File: src/rtl/mdu_pkg.sv
// Shared encodings for the multiply/divide unit: operation codes, FSM states
// and the default datapath width.
package mdu_pkg;

  localparam int DEFAULT_WIDTH = 32;

  typedef enum logic [1:0] {
    OP_MULT  = 2'd0,
    OP_MULTU = 2'd1,
    OP_DIV   = 2'd2,
    OP_DIVU  = 2'd3
  } op_e;

  typedef enum logic [1:0] {
    S_IDLE = 2'd0,
    S_CALC = 2'd1,
    S_FIX  = 2'd2
  } state_e;

  function automatic logic op_is_div(input op_e op);
    return (op == OP_DIV) || (op == OP_DIVU);
  endfunction

  function automatic logic op_is_signed(input op_e op);
    return (op == OP_MULT) || (op == OP_DIV);
  endfunction

endpackage

File: src/rtl/mdu_iter_core.sv
// One-bit-per-enable magnitude engine: shift-add multiply or restoring divide
// on a shared {acc, shift} register pair with a single adder/subtractor.
module mdu_iter_core #(
  parameter int WIDTH = 32
) (
  input  logic             clk_i,
  input  logic             load_i,
  input  logic             en_i,
  input  logic             is_div_i,
  input  logic [WIDTH-1:0] a_i,
  input  logic [WIDTH-1:0] b_i,
  output logic [WIDTH-1:0] hi_o,
  output logic [WIDTH-1:0] lo_o
);

  logic [WIDTH-1:0] acc_q;
  logic [WIDTH-1:0] sh_q;
  logic [WIDTH-1:0] b_q;
  logic             div_q;

  logic [WIDTH:0]   op_a;
  logic [WIDTH+1:0] op_b;
  logic             cin;
  logic [WIDTH+1:0] sum;

  // Divide computes trial = {acc, next dividend bit} - divisor; the extra top
  // bit of sum is the borrow that decides whether the trial is kept.
  always_comb begin
    if (div_q) begin
      op_a = {acc_q, sh_q[WIDTH-1]};
      op_b = ~{2'b00, b_q};
      cin  = 1'b1;
    end else begin
      op_a = {1'b0, acc_q};
      op_b = sh_q[0] ? {2'b00, b_q} : '0;
      cin  = 1'b0;
    end
    sum = {1'b0, op_a} + op_b + {{(WIDTH+1){1'b0}}, cin};
  end

  always_ff @(posedge clk_i) begin
    if (load_i) begin
      acc_q <= '0;
      sh_q  <= a_i;
      b_q   <= b_i;
      div_q <= is_div_i;
    end else if (en_i) begin
      if (div_q) begin
        if (sum[WIDTH+1]) begin
          acc_q <= op_a[WIDTH-1:0];
          sh_q  <= {sh_q[WIDTH-2:0], 1'b0};
        end else begin
          acc_q <= sum[WIDTH-1:0];
          sh_q  <= {sh_q[WIDTH-2:0], 1'b1};
        end
      end else begin
        acc_q <= sum[WIDTH:1];
        sh_q  <= {sum[0], sh_q[WIDTH-1:1]};
      end
    end
  end

  assign hi_o = acc_q;
  assign lo_o = sh_q;

endmodule

File: src/rtl/mdu_hilo_unit.sv
// Multiply/divide unit with HI/LO registers, Start/Busy/Done handshake and
// MTHI/MTLO paths. Define MDU_FAST_MULT_EN for single-cycle MULT/MULTU.
module mdu_hilo_unit
  import mdu_pkg::*;
#(
  parameter int WIDTH = DEFAULT_WIDTH,
  parameter int CNT_W = 6
) (
  input  logic             Clock,
  input  logic             Clear,
  input  logic             Start,
  input  logic [1:0]       Op,
  input  logic [WIDTH-1:0] OperandA,
  input  logic [WIDTH-1:0] OperandB,
  input  logic             HiWrite,
  input  logic             LoWrite,
  input  logic [WIDTH-1:0] WriteData,
  output logic             Busy,
  output logic             Done,
  output logic [WIDTH-1:0] Hi,
  output logic [WIDTH-1:0] Lo
);

  function automatic logic [WIDTH-1:0] neg_if(input logic neg, input logic [WIDTH-1:0] v);
    return neg ? -v : v;
  endfunction

  state_e           state_q;
  logic [CNT_W-1:0] cnt_q;
  logic             busy_q;
  logic             done_q;
  logic [WIDTH-1:0] hi_q;
  logic [WIDTH-1:0] lo_q;
  op_e              op_q;
  logic             sa_q;
  logic             sb_q;
  logic [WIDTH-1:0] a_q;
  logic [WIDTH-1:0] b_q;

  op_e              op_in;
  logic             sa_in;
  logic             sb_in;
  logic             launch;
  logic [WIDTH-1:0] core_hi;
  logic [WIDTH-1:0] core_lo;
  logic [WIDTH-1:0] hi_d;
  logic [WIDTH-1:0] lo_d;
  logic [2*WIDTH-1:0] prod;

  assign op_in  = op_e'(Op);
  assign sa_in  = op_is_signed(op_in) & OperandA[WIDTH-1];
  assign sb_in  = op_is_signed(op_in) & OperandB[WIDTH-1];
  assign launch = (state_q == S_IDLE) && Start;

  mdu_iter_core #(
    .WIDTH(WIDTH)
  ) u_core (
    .clk_i    (Clock),
    .load_i   (launch),
    .en_i     (state_q == S_CALC),
    .is_div_i (op_is_div(op_in)),
    .a_i      (neg_if(sa_in, OperandA)),
    .b_i      (neg_if(sb_in, OperandB)),
    .hi_o     (core_hi),
    .lo_o     (core_lo)
  );

  // Sign fixup applied to the magnitude result during FIX.
  always_comb begin
    prod = {core_hi, core_lo};
`ifdef MDU_FAST_MULT_EN
    if (!op_is_div(op_q)) begin
      prod = (2*WIDTH)'(neg_if(sa_q, a_q)) * (2*WIDTH)'(neg_if(sb_q, b_q));
    end
`endif
    if (sa_q ^ sb_q) begin
      prod = -prod;
    end
    hi_d = prod[2*WIDTH-1:WIDTH];
    lo_d = prod[WIDTH-1:0];
    if (op_is_div(op_q)) begin
      if (b_q == '0) begin
        hi_d = a_q;
        lo_d = '1;
      end else begin
        hi_d = neg_if(sa_q, core_hi);
        lo_d = neg_if(sa_q ^ sb_q, core_lo);
      end
    end
  end

  always_ff @(posedge Clock) begin
    if (Clear) begin
      state_q <= S_IDLE;
      cnt_q   <= '0;
      busy_q  <= 1'b0;
      done_q  <= 1'b0;
      hi_q    <= '0;
      lo_q    <= '0;
    end else begin
      done_q <= 1'b0;
      case (state_q)
        S_IDLE: begin
          if (HiWrite) hi_q <= WriteData;
          if (LoWrite) lo_q <= WriteData;
          if (Start) begin
            op_q   <= op_in;
            sa_q   <= sa_in;
            sb_q   <= sb_in;
            a_q    <= OperandA;
            b_q    <= OperandB;
            cnt_q  <= '0;
            busy_q <= 1'b1;
`ifdef MDU_FAST_MULT_EN
            state_q <= op_is_div(op_in) ? S_CALC : S_FIX;
`else
            state_q <= S_CALC;
`endif
          end
        end
        S_CALC: begin
          cnt_q <= cnt_q + 1'b1;
          if (cnt_q == CNT_W'(WIDTH-1)) state_q <= S_FIX;
        end
        S_FIX: begin
          hi_q    <= hi_d;
          lo_q    <= lo_d;
          done_q  <= 1'b1;
          busy_q  <= 1'b0;
          state_q <= S_IDLE;
        end
        default: state_q <= S_IDLE;
      endcase
    end
  end

  assign Busy = busy_q;
  assign Done = done_q;
  assign Hi   = hi_q;
  assign Lo   = lo_q;

endmodule

File: config.mk
export PLATFORM = sky130hd
export DESIGN_NAME = mdu_hilo_unit
export DESIGN_NICKNAME = d
export VERILOG_FILES = /design/src/rtl/mdu_pkg.sv /design/src/rtl/mdu_iter_core.sv /design/src/rtl/mdu_hilo_unit.sv
export SDC_FILE = /design/constraint.sdc
export NUM_CORES = 1
export LEC_CHECK = 0
export BUFFER_PORTS_ARGS = -buffer_cell sky130_fd_sc_hd__clkbuf_2
export CORE_AREA = 2 2 133 233
export CTS_CLUSTER_DIAMETER = 60
export DETAILED_ROUTE_END_ITERATION = 12
export DIE_AREA = 0 0 135 235
export MAX_ROUTING_LAYER = met4
export PLACE_DENSITY = 0.74
export SYNTH_ARGS = -nofsm -noshare
export SYNTH_HDL_FRONTEND = slang
export SYNTH_SLANG_ARGS = --single-unit
File: constraint.sdc
create_clock -name Clock -period 8.5 [get_ports Clock]
set_input_delay 0.85 -clock Clock [delete_from_list [all_inputs] [get_ports Clock]]
set_output_delay 0.85 -clock Clock [all_outputs]
set_load 0.005 [all_outputs]
==> reports/summary.txt <==
Outcome: finished, final reports clean
Async set-reset flop share out of synthesis: 0%
Finished Cell Area: 18100 µm²
Met3 Wirelength: 3900 µm
Layout Skew: 0.0182 ns
Max Clk Rate: 213 MHz
Drt via density: 6.62
Leak pwr: 6.81 nW
CTS H-tree depth: 1
Worst Setup EP: u_core.hi_o[7]
Synth Instances: 1920
Number of hold buffers added after CTS: 0
Synth Area in Compound Gates: 24.5%
Synth area leader: edfxtp_1
Worst slack at placement: 3.89 ns
Io pins: 169
Clock net sink count: 238
Area of the multi-input gates: 9480 µm²
Clock Latency Late Sink: 0.55 ns
Utilization after layout: 60.6%
Core Area: 29800 µm²
HP Class: reg2reg
Top-count cell post-synth: nand2_1
Top cells by count, synth: nand2_1 (203), o21ai_0 (179), nor2_1 (164)
Pwr dens: 221 nW/µm²
Reg-to-Reg Start: u_core.div_q
Top Metal Used: met4
Arrival time worst endpoint: 5.16 ns
Top cell type's share of synthesized area: 24.4%
Synth Area in Simple Gates: 18.5%
Largest family of logic cells by synthesized area: compound AO/OA/AOI/OAI gates
CP startpoint kind: register
GRT overflow: 0
RSZ-0062 raised after global routing: no
Register area: 6090 µm²
Highest net fanout along the worst path: 50
CP Launch Point: u_core.div_q
Initial Util: 54.4%
Routed wire length: 60300 µm
Final period util: 55.4%
Share of cells above drive strength 1: 15.0%
CTS tree: done
Pin count of the biggest net entering global routing: 80
Synth Flop Type: edfxtp_1
Dpl cell area: 17200 µm²
Die Width: 135 µm
Clk buf depth: 3
Post-route setup slack: 3.79 ns
WS Path Type: reg2reg
DRT iter0 DRCs: 1476
Die height: 235 µm
CTS Buf Count: 25
Endpoints failing hold: 0
Routed length on met1: 20200 µm
GRT Util Overall: 38.5%
Critical Path RT: 8.95 ns
WL met2: 29800 µm
XOR/XNOR Fraction of Synth Area: 7.29%
FF-to-FF End: u_core.hi_o[7]
Synthesized area: 16200 µm²
Initial antenna violation count: 3
Number of synthesized flops with an enable pin: 132
Wire length per cell: 25.1 µm
Power Total: 4.00 mW
Sequential share of the synthesized area: 37.5%
Synth Area in Adders: 3.02%
Syn Area/Cell: 8.45 µm²
Distinct cells, synth: 81
Worst slew pin tran: 1.07 ns
Mux contribution to synthesized area: 4.80%
Crit. End Element: register
Ranking of synthesized cells by area: edfxtp_1 (24%), dfxtp_1 (13%), o21ai_0 (5.5%)
First-pass GRT wire length: 90600 µm
DIE AREA: 31700 µm²
VDD IR max: 207 µV
Max-slew headroom: 28.0%
Vias in the first global route: 15300
# setup viols final: 0
Routability-driven placement congestion ratio: 1.03
DRT antenna net count: 0
Final cell count without fillers: 2402
Tmin final: 4.71 ns
Final net count: 2135
CTS root buf: clkbuf_16
HPWL after detailed placement: 45000 µm
DR vias: 15900
Num rows: 84
Max cap viols: 0
Post-CTS sizing: 0
Drt first pass iters: 7
R2R Setup Slk: 3.79 ns
Worst-case reg-to-reg path depth: 14
Clock transition at path regs: 0.07 ns
Synth Warn #: 0
Worst hold margin: 0.451 ns
Area Growth Syn to Fin: 11.5%
Fillers: 2679
Max Slew Vio Count: 0
PortBufs: 168
Post-synthesis register bit count: 238
DRC: 0
Placed insts: 2354
Sum of negative setup slack: 0 ns
Syn_nets: 2061
Postcts setup bufs: 0
## how the worst min path moves through the flow
stage,startpoint,to,slack [ns],cells after the start
floorplan,Lo[0],Lo[0],0.45,2
detailed placement,Lo[14],Lo[14],0.44,2
global route,Lo[8],Lo[8],0.47,2
CTS,Lo[14],Lo[14],0.45,2
finish,Lo[14],Lo[14],0.45,2
global placement,Lo[17],Lo[17],0.44,2
## cell usage in the layout (no fill, tap or decap), types with 21 or more instances in the layout
master,count
nor3_1,49
nand3_1,43
xor2_1,60
clkbuf_16,25
nor2_1,160
inv_1,31
a31oi_1,28
clkbuf_2,168
edfxtp_1,132
nor4_1,29
xnor2_1,73
dfxtp_1,106
a311oi_1,21
o221ai_1,25
mux2_2,30
ha_1,36
a211oi_1,31
mux2i_1,44
buf_4,31
o21ai_0,179
nand2_1,203
o211ai_1,22
a21oi_1,147
## report_power, final
group | internal (mW) | switching, mW
registers | 1.34 | 0.189
logic | 0.486 | 0.825
clock network | 0.668 | 0.489
total | 2.50 | 1.50
## worst max-delay path: stages (launching register included)
cell,delay (ns)
edfxtp_1,0.39
buf_4,0.30
inv_1,0.33
buf_4,0.50
o21ai_0,0.18
ha_1,0.41
a21oi_1,0.24
o21ai_0,0.19
or2_2,0.36
or3_1,0.36
o221ai_1,0.19
buf_4,0.22
nand3_1,0.30
or2_2,0.40
a22o_1,0.19
## layout make-up
class / instances / share of cell area [%]
diodes: 3 / 0.0415
clock buffers: 29 / 3.54
clock inverters: 16 / 1.14
inverters: 32 / 0.664
multi-input cells: 1498 / 52.4
flip-flops and latches: 238 / 33.6
well taps: 387 / 2.68
repair buffers: 199 / 5.93
## flip-flops by register name, indices dropped and copies added (netlist names), 6 cells and up
register / count
cnt_q: 6
Hi: 32
u_core.b_q: 32
b_q: 32
u_core.lo_o: 32
Lo: 32
u_core.hi_o: 32
a_q: 32
## cell families (layout without fill, tap and decap cells)
kind of cell,Yosys count,count (layout)
buffers and inverters,184,276
adders and majority gates,38,38
muxes,74,74
AOI/OAI and AO/OA,620,620
and+or+nand+nor,631,631
xor gates and xnor gates,135,135
other,0,3
DFF,238,238
## metal layers
layer  global-route usage, %  vias up
met5                       -        -
li1                        -     7328
met4                    31.5        0
met2                    65.1      816
met3                    5.85      270
met1                    38.5     7499
Note: power is estimated with default switching activity, not from simulation.
